## config.mk

```make
export PLATFORM = sky130hd
export DESIGN_NAME = scan_fifo_writer
export DESIGN_NICKNAME = d
export VERILOG_FILES = /design/src/rtl/scan_fifo_writer.sv
export SDC_FILE = /design/constraint.sdc
export NUM_CORES = 1
export LEC_CHECK = 0
export CORE_ASPECT_RATIO = 0.75
export CORE_MARGIN = 1.5
export CORE_UTILIZATION = 46
export DETAILED_ROUTE_END_ITERATION = 8
export PLACE_DENSITY = 0.78
export REMOVE_ABC_BUFFERS = 1
export SLEW_MARGIN = 20
export SYNTH_ARGS = -nofsm -noshare
export SYNTH_HDL_FRONTEND = slang
export SYNTH_SLANG_ARGS = --single-unit
```

## constraint.sdc

```tcl
create_clock -name clk -period 2.6 [get_ports clk]
set_clock_uncertainty 0.05 [all_clocks]
set_input_delay 0.39 -clock clk [delete_from_list [all_inputs] [get_ports clk]]
set_output_delay 0.39 -clock clk [all_outputs]
set_load 0.01 [all_outputs]
```

## src/rtl/scan_fifo_writer.sv

```systemverilog
// scan_fifo_writer: write-side controller for the scan line FIFO.
// Packs accepted byte pairs into 16-bit words, counts words per scan line,
// and stalls upstream with watermark hysteresis on wrusedw.
// Optional feature: SCAN_WR_PAD_EN pads a short line out to LINE_LEN words
// with zeros instead of discarding it.
module scan_fifo_writer #(
  parameter int unsigned WATER_HIGH = 120,
  parameter int unsigned WATER_LOW  = 64,
  parameter int unsigned LINE_LEN   = 64
) (
  input  logic        clk,
  input  logic        rst,
  input  logic [7:0]  din,
  input  logic        din_valid,
  input  logic        din_sol,
  output logic        din_ready,
  output logic        wrreq,
  output logic [15:0] wrdata,
  input  logic [6:0]  wrusedw,
  input  logic        wrfull,
  output logic        line_done,
  output logic        short_err,
  output logic        ovf_err,
  input  logic        err_clr
);

`ifdef SCAN_WR_PAD_EN
  typedef enum logic [1:0] {FILL = 2'd0, HOLD = 2'd1, PAD = 2'd2} state_t;
`else
  typedef enum logic [1:0] {FILL = 2'd0, HOLD = 2'd1} state_t;
`endif

  state_t      state_q, state_d;
  logic [7:0]  pend_q, pend_d;
  logic        have_pend_q, have_pend_d;
  logic [6:0]  cnt_q, cnt_d;
  logic [6:0]  cnt_inc;
  logic        last_word;
  logic        wrreq_d;
  logic [15:0] wrdata_d;
  logic        line_done_d;
  logic        short_set;
`ifdef SCAN_WR_PAD_EN
  logic [7:0]  hold_q, hold_d;
`endif

  assign last_word = (cnt_q == 7'(LINE_LEN - 1));
  assign cnt_inc   = last_word ? '0 : cnt_q + 7'd1;

  // Next-state, packing and write decisions.
  always_comb begin
    state_d     = state_q;
    pend_d      = pend_q;
    have_pend_d = have_pend_q;
    cnt_d       = cnt_q;
    wrreq_d     = 1'b0;
    wrdata_d    = wrdata;
    line_done_d = 1'b0;
    short_set   = 1'b0;
    din_ready   = 1'b0;
`ifdef SCAN_WR_PAD_EN
    hold_d      = hold_q;
`endif
    case (state_q)
      FILL: begin
        din_ready = !wrfull && !rst;
        if (wrusedw >= 7'(WATER_HIGH)) state_d = HOLD;
        if (din_valid && din_ready) begin
          if (din_sol && (cnt_q != '0 || have_pend_q)) begin
            short_set = 1'b1;
`ifdef SCAN_WR_PAD_EN
            // Pad takes priority over a simultaneous watermark stall.
            hold_d  = din;
            state_d = PAD;
`else
            pend_d      = din;
            have_pend_d = 1'b1;
            cnt_d       = '0;
`endif
          end else if (!have_pend_q) begin
            pend_d      = din;
            have_pend_d = 1'b1;
          end else begin
            wrreq_d     = 1'b1;
            wrdata_d    = {pend_q, din};
            have_pend_d = 1'b0;
            cnt_d       = cnt_inc;
            line_done_d = last_word;
          end
        end
      end
      HOLD: begin
        if (wrusedw <= 7'(WATER_LOW)) state_d = FILL;
      end
`ifdef SCAN_WR_PAD_EN
      PAD: begin
        if (!wrfull) begin
          wrreq_d     = 1'b1;
          wrdata_d    = have_pend_q ? {pend_q, 8'h00} : '0;
          have_pend_d = 1'b0;
          cnt_d       = cnt_inc;
          if (last_word) begin
            line_done_d = 1'b1;
            state_d     = FILL;
            pend_d      = hold_q;
            have_pend_d = 1'b1;
          end
        end
      end
`endif
      default: state_d = FILL;
    endcase
  end

  // State register.
  always_ff @(posedge clk) begin
    if (rst) state_q <= FILL;
    else     state_q <= state_d;
  end

  // Datapath, write port and sticky error flags.
  always_ff @(posedge clk) begin
    if (rst) begin
      pend_q      <= '0;
      have_pend_q <= 1'b0;
      cnt_q       <= '0;
      wrreq       <= 1'b0;
      wrdata      <= '0;
      line_done   <= 1'b0;
      short_err   <= 1'b0;
      ovf_err     <= 1'b0;
`ifdef SCAN_WR_PAD_EN
      hold_q      <= '0;
`endif
    end else begin
      pend_q      <= pend_d;
      have_pend_q <= have_pend_d;
      cnt_q       <= cnt_d;
      wrreq       <= wrreq_d;
      wrdata      <= wrdata_d;
      line_done   <= line_done_d;
      short_err   <= short_set | (short_err & ~err_clr);
      ovf_err     <= (wrreq & wrfull) | (ovf_err & ~err_clr);
`ifdef SCAN_WR_PAD_EN
      hold_q      <= hold_d;
`endif
    end
  end

endmodule

```

==> Word-level counts from Yosys, hierarchy flattened <==
Index checks and enable logic that the tools add are counted.
{ "totals": {"reg_bits": 38, "latch_bits": 0, "ramBits": 0, "rom_bits": 0, "input_bits": 21, "output_inout_bits": 21, "word_cells": 58, "mem_count": 0} }
{ "op_classes": {"addsub": 1, "n_mul": 0, "div": 0, "order_cmp": 2, "eq_ne": 5, "shift": 0, "muxes": 15, "bitwise_logic": 10, "n_reduce_logical": 16} }
{ "op_table": {"columns": ["cell", "count"], "rows": [
  ["$mux 7", 3],
  ["$mux 8", 2],
  ["$add 7x1->7 const B", 1],
  ["$eq 7x6->1 const B", 1],
  ["$ge 7x7->1 const B", 1],
  ["$le 7x7->1 const B", 1],
  ["$mux 1", 7],
  ["$reduce_bool 7->1", 1],
  ["$reduce_and 3->1", 2],
  ["$not 1->1", 5],
  ["$reduce_or 5->1", 1],
  ["$mux 2", 2],
  ["$ne 2x2->1 const B", 2],
  ["$pmux 2 s2", 1],
  ["$reduce_and 2->1", 2],
  ["$reduce_and 4->1", 1],
  ["$reduce_or 4->1", 1],
  ["$and 1x1->1", 3],
  ["$logic_and 1x1->1", 3],
  ["$eq 2x1->1 const B", 1],
  ["$logic_not 1->1", 2],
  ["$logic_not 2->1", 1],
  ["$ne 2x1->1 const B", 1],
  ["$or 1x1->1", 2],
  ["other kinds (2)", 2]
]} }

==> Longest topological paths before layout <==
Gate-level depths: netlist of the first run.
{ "depth": {"depth_word": 7, "ltp_mapped": 7} }

==> Least setup slack after synthesis of the first run <==
Ideal clock, no wire load.
{ "synth_path": {"kind": "register to register", "from": "register cnt_q[0]", "to": "register cnt_q[0]", "setup_ps": 70, "t_arrival_ps": 1810, "required_time_ps": 2480, "path_slack_ps": 670, "path_stages_with_launch": 7, "path_buffers": 0, "synth_period_minus_slack_ps": 1930, "path_cell_list": "dfxtp_1 inv_1 ha_1 or4b_4 o41a_1 or4_1 a21oi_1"} }
{ "synth_between": {"elab_chain_len": 5} }
{ "synth_rtl": {"columns": ["element", "line_no", "text"], "rows": [
  ["start, declared", "36", "logic [6:0] cnt_q, cnt_d;"],
  ["start signal, assigned", "138", "cnt_q <= cnt_d;"],
  ["parallel branches: the longest is 5 deep, another holds $add 7x1->7", null, null]
]} }
Several ways; the timed one is not identified. The select of a mux whose other input is x is not followed.
A chain may end at the register's enable or synchronous reset.

==> Worst setup path after layout of the first run <==
{ "layout_path": {"from": "input port rst", "to": "output port din_ready"} }
{ "layout_between": {"elab_chain_len": 3} }
{ "layout_rtl": {"columns": ["element", "line_no", "text"], "rows": [
  ["start, declared", "12", "input logic rst,"],
  ["$logic_not 1->1", "66", "din_ready = !wrfull && !rst;"],
  ["$logic_and 1x1->1", "66", null],
  ["$mux 1", "64", "case (state_q)"],
  ["end, declared", "16", "output logic din_ready,"]
]} }
No other way between the ends.

==> results.toml, run 1 <==
[status]
status = "completed"

[hold_path]
hp-class = "reg -> reg"

[setup_path]
worstPathRequired_ns = 2.16
endpoint_kind = "output port"
crit_type = "in -> out"
cp-start-kind = "input port"
rrSetupSlack_ns = 0.48
path_max_fanout = 5
worstPathArrival_ns = 1.79

[finish]
layout.area.seq_um2 = 740.7
final_cells = 252
syn_to_final_growth_pct = 37.07
fillers = 248
diodes = 0
final_nets = 237
drive_gt1_share_pct = 7.944
fin_area_mm2 = 0.002022
multi_input_area_um2 = 680.7

[placement]
place_congestion = 0.8517
place_inst = 245
port_buffers = 41
dp_hpwl_um = 2491
placed_area_mm2 = 0.001932

[pwr]
peakVddDrop_v = 0.0003390
p_per_area_mw_per_mm2 = 523.8
p_leak_nw = 0.7416

[timing]
maxSlewViolCount = 0
min_period_ns = 2.230
worst_pin_slew_ns = 0.6055
hold_viol = 0
rsz0062_at_grt = "false"
max_freq_mhz = 448.4
final-setup-viol-count = 0
tns_ns = 0
post-route-period-util_pct = 85.78
maxSlewHeadroom_pct = 59.29

[drt]
via_per_inst = 5.226
postRouteAntennaNets = 0
first_pass_iters = 5
avgRoutedWirePerCell_um = 13.50
wirelength_um = 3403
drcViolationCount = 0
drt_iter0_markers = 73
vias = 1317

[floorplan]
dieArea_mm2 = 0.003559
core_mm2 = 0.002999
start_util_pct = 49.19
ios = 42
rows = 17
die_h_um = 52.04
die_x_um = 68.39

[synthesis]
seq_area_frac_synth_pct = 50.21
synth_top_area_share_pct = 50.21
synth.distinct_cells = 33
synth_area_leaders = "dfxtp_1 50%, nand2_1 9.2%, a21oi_1 7.8%, mux2i_1 5.4%, nor2_1 2.8%"
yosys.area.top_type = "dfxtp_1"
yosys_register_bits = 37
ys.warnings.count = 0
syn_area_per_cell_um2 = 8.781
synth_cells = 168
syn_area_mm2 = 0.001475

[global_routing]
grt_pass1_wl_um = 5457
antenna_found_initial = 0
gr-total-overflow = 0
grt_pass1_vias = 1237
grt_max_degree = 25
grt_util_all_layers_pct = 21.17

[clocking]
cts_resized = 0
cts_tree = "yes"
cts_setup_buffers = 0
clock_latency_ns = 0.28
numCtsBuffers = 5
clock_path_buffers = 2
holdBufCountCts = 0
htree_levels = 2
clkTransAtPathRegs_ns = 0.07
root_buffer = "clkbuf_8"
cts_sinks = 37

[flow_run]
maxCapViolCount = 0
sequential cells by signal, summed over array words and instances, names as in the netlist:
register and count:
cnt_q 7, wrreq 1, state_q 1, ovf_err 1, have_pend_q 1, wrdata 16, line_done 1, pend_q 8
short_err 1
Yosys cell counts:
cell type,instances
dfxtp_1,37
nand2_1,36
a21oi_1,23
nor2_1,11
mux2i_1,8
inv_1,5
o31ai_1,5
or4_1,5
clkbuf_1,4
nand3_1,4
and3_1,2
ha_1,2
nand2b_1,2
nand4_1,2
nor3_1,2
o21ai_0,2
o21ai_1,2
a211oi_1,1
a21o_2,1
and2_1,1
buf_2,1
buf_6,1
inv_2,1
nor2b_1,1
nor4_2,1
nor4b_2,1
o41a_1,1
o41ai_1,1
or2_1,1
or2b_1,1
or3_2,1
or4b_1,1
or4b_4,1
critical path, cell delays in order:
cell,delay [ns]
clkdlybuf4s50_1,0.51
buf_4,0.20
nor3_1,0.13
clkdlybuf4s50_1,0.56
layout make-up:
type | instances | share of cell area (%)
clock buffers | 6 | 4.084
clock inverters | 1 | 0.3713
inverters | 6 | 1.114
multi-input cells | 119 | 33.66
flip-flops and latches | 37 | 36.63
well taps | 38 | 2.351
repair buffers | 45 | 21.78
cells by family after synthesis:
| kind of cell | share of synthesized area (%) |
|---|---|
| simple gates | 24.85 |
| flops | 50.21 |
| compound gates | 14.17 |
| buf+inv | 3.646 |
| mux | 5.429 |
| fa+ha+maj | 1.696 |
power by group:
part | switching [mW] | internal (mW) | leakage [nW]
Clock | 0.193 | 0.209 | 0.0433
Combinational | 0.0344 | 0.0453 | 0.400
Sequential | 0.00456 | 0.573 | 0.299
worst paths after layout:
kind | depth (start not counted) | startpoint | endpoint
worst max register to register | 6 | cnt_q[0] | cnt_q[0]
worst min register to register | 2 | wrdata[2] | wrdata[2]
worst min-delay path | 2 | wrdata[2] | wrdata[2]
worst max-delay path | 4 | rst | din_ready
cells in the final DEF (no fill, tap or decap), types with 4 or more instances in the layout:
cell,Yosys,layout
a21oi_1,23,23
o31ai_1,5,5
dfxtp_1,37,37
buf_4,0,4
nor2_1,11,11
nand2_1,36,36
inv_1,5,5
or4_1,5,5
clkbuf_8,0,6
nand3_1,4,4
clkdlybuf4s50_1,0,41
mux2i_1,8,8
per-stage QoR:
step	power [mW]	utilization, %	setup slack, ns	hold slack [ns]
after floorplan	0.6152	-	0.6700	0.3755
after global placement	0.6672	64.41	0.2409	0.3867
after detailed placement	0.6692	64.41	0.2091	0.3969
after CTS	1.066	67.42	0.3678	0.4070
after global routing	1.096	67.42	0.2830	0.4282
final	1.059	67.42	0.3696	0.4053
layer usage:
metal | vias to the layer above | wire [um] | GRT usage [%]
met5 | - | 0 | 0
met1 | 592 | 1674 | 28.67
met3 | 4 | 190 | 6.710
met2 | 48 | 1492 | 31.73
li1 | 673 | - | -
met4 | 0 | 45 | 7.000
Note: power is estimated with default switching activity, not from simulation.
==> inputs of run 2 (changes only) <==
--- a/config.mk
+++ b/config.mk
@@ -9,6 +9,7 @@
 export CORE_MARGIN = 1.5
 export CORE_UTILIZATION = 46
 export DETAILED_ROUTE_END_ITERATION = 8
+export GPL_TIMING_DRIVEN = 0
 export PLACE_DENSITY = 0.78
 export REMOVE_ABC_BUFFERS = 1
 export SLEW_MARGIN = 20
==> results.toml, run 2 (synthesis results as in run 1) <==
[placement]
pre_cts_slack_ns = -0.8182
place_congestion = 0.8721
place_inst = 241
port_buffers = 41
dp_hpwl_um = 2525

[global_routing]
grt_max_degree = 33
antenna_found_initial = 0
grt_pass1_vias = 1273
grt_util_all_layers_pct = 21.11
gr-total-overflow = 0
grt_pass1_wl_um = 5499

[floorplan]
rows = 17
die_h_um = 52.04
die_x_um = 68.39
start_util_pct = 49.19
core_mm2 = 0.002999
dieArea_mm2 = 0.003559
ios = 42

[clocking]
cts_tree = "yes"
clock_path_buffers = 2
root_buffer = "clkbuf_8"
holdBufCountCts = 0
cts_sinks = 37
numCtsBuffers = 5
clkTransAtPathRegs_ns = 0.07
clock_latency_ns = 0.29
htree_levels = 2
cts_setup_buffers = 0

[timing]
min_period_ns = 2.395
tns_ns = 0
maxSlewViolCount = 0
rsz0062_at_grt = "false"
hold_viol = 0
worst_pin_slew_ns = 0.6404
final-setup-viol-count = 0
max_freq_mhz = 417.6
fin_ws_ns = 0.2052
post-route-period-util_pct = 92.11
maxSlewHeadroom_pct = 56.95

[setup_path]
critPathTopFamily = "simple AND/OR/NAND/NOR gates"
path_buf_inv = 2
cp_slowest_cell = "or4b_1"
path_max_fanout = 32
path_cells = "clkdlybuf4s15_2 > or4b_1 > or2_1 > clkinv_2 > nand2_1 > a21oi_1"
slowest_delay_ns = 0.66
worstPathRequired_ns = 2.76
endpoint_kind = "flop"
worstPathArrival_ns = 2.56
crit_type = "in -> reg"
cp-start-kind = "input port"

[pwr]
peakVddDrop_v = 0.0003339
p_leak_nw = 0.7378
p_per_area_mw_per_mm2 = 578.5
p_total_mw = 1.169

[drt]
drcViolationCount = 0
drt_iter0_markers = 65
postRouteAntennaNets = 0
avgRoutedWirePerCell_um = 13.86
via_per_inst = 5.486
wirelength_um = 3452
vias = 1366
first_pass_iters = 4

[finish]
layout.area.seq_um2 = 740.7
layout_common_cells = "40 x clkdlybuf4s50_1, 37 x dfxtp_1, 36 x nand2_1, 23 x a21oi_1, 11 x nor2_1"
largest-register = "wrdata"
diodes = 0
fillers = 236
layout_commonest_cell = "clkdlybuf4s50_1"
syn_to_final_growth_pct = 36.98
final_cells = 249
multi_input_area_um2 = 680.7
drive_gt1_share_pct = 6.635
final_nets = 233
reg.largest.list = "wrdata (16), pend_q (8), cnt_q (7)"
largest_register_ffs = 16

[status]
status = "completed"

[flow_run]
maxCapViolCount = 0

[hold_path]
hp-class = "reg -> reg"
[run 2: area by class of cell]
| cell class | count | share of cell area (%) |
|---|---|---|
| well taps | 38 | 2.353 |
| clock inverters | 1 | 1.486 |
| repair buffers | 41 | 20.37 |
| flip-flops and latches | 37 | 36.66 |
| multi-input cells | 119 | 33.68 |
| inverters | 6 | 1.176 |
| clock buffers | 7 | 4.272 |
[run 2: path summary, 6_finish.rpt]
kind	slack [ns]	from	to	cells past startpoint
setup / recovery	0.21	rst	wrdata[15]	6
hold / removal	0.40	pend_q[6]	wrdata[14]	2
setup reg to reg	0.48	state_q[0]	wrdata[15]	5
hold reg to reg	0.40	pend_q[6]	wrdata[14]	2
[run 2: repair_timing]
item	CTS	global route
setup endpoints to repair	33	12
gates resized for setup	3	1
pin swaps	0	0
gates cloned	0	0
[run 2: power breakdown]
group	switching (mW)	internal (mW)
logic	0.0339	0.0422
registers	0.00458	0.573
clock network	0.203	0.313
total	0.241	0.928
[run 2: layer usage]
| metal | global-route usage [%] | vias to the layer above | part of all wire, % |
|---|---|---|---|
| met2 | 35.74 | 43 | 49 |
| met3 | 7.359 | 4 | 5.9 |
| met4 | 7.000 | 0 | 1.1 |
| met1 | 24.66 | 649 | 43 |
| li1 | - | 670 | - |
| met5 | 0 | - | 0 |
[run 2: worst min-delay path, stage by stage, from the launching register on]
cell	delay [ns]
dfxtp_1	0.31
nand2_1	0.05
a21oi_1	0.05
[run 2: metrics by stage]
stage	hold slack [ns]	cell area, um^2	utilization [%]
2_1_floorplan	0.3755	1444	-
3_3_place_gp	0.3845	1902	63.41
3_5_place_dp	0.3954	1902	63.41
4_1_cts	0.4034	2019	67.33
5_1_grt	0.4120	2021	67.38
6_report	0.3991	2021	67.38
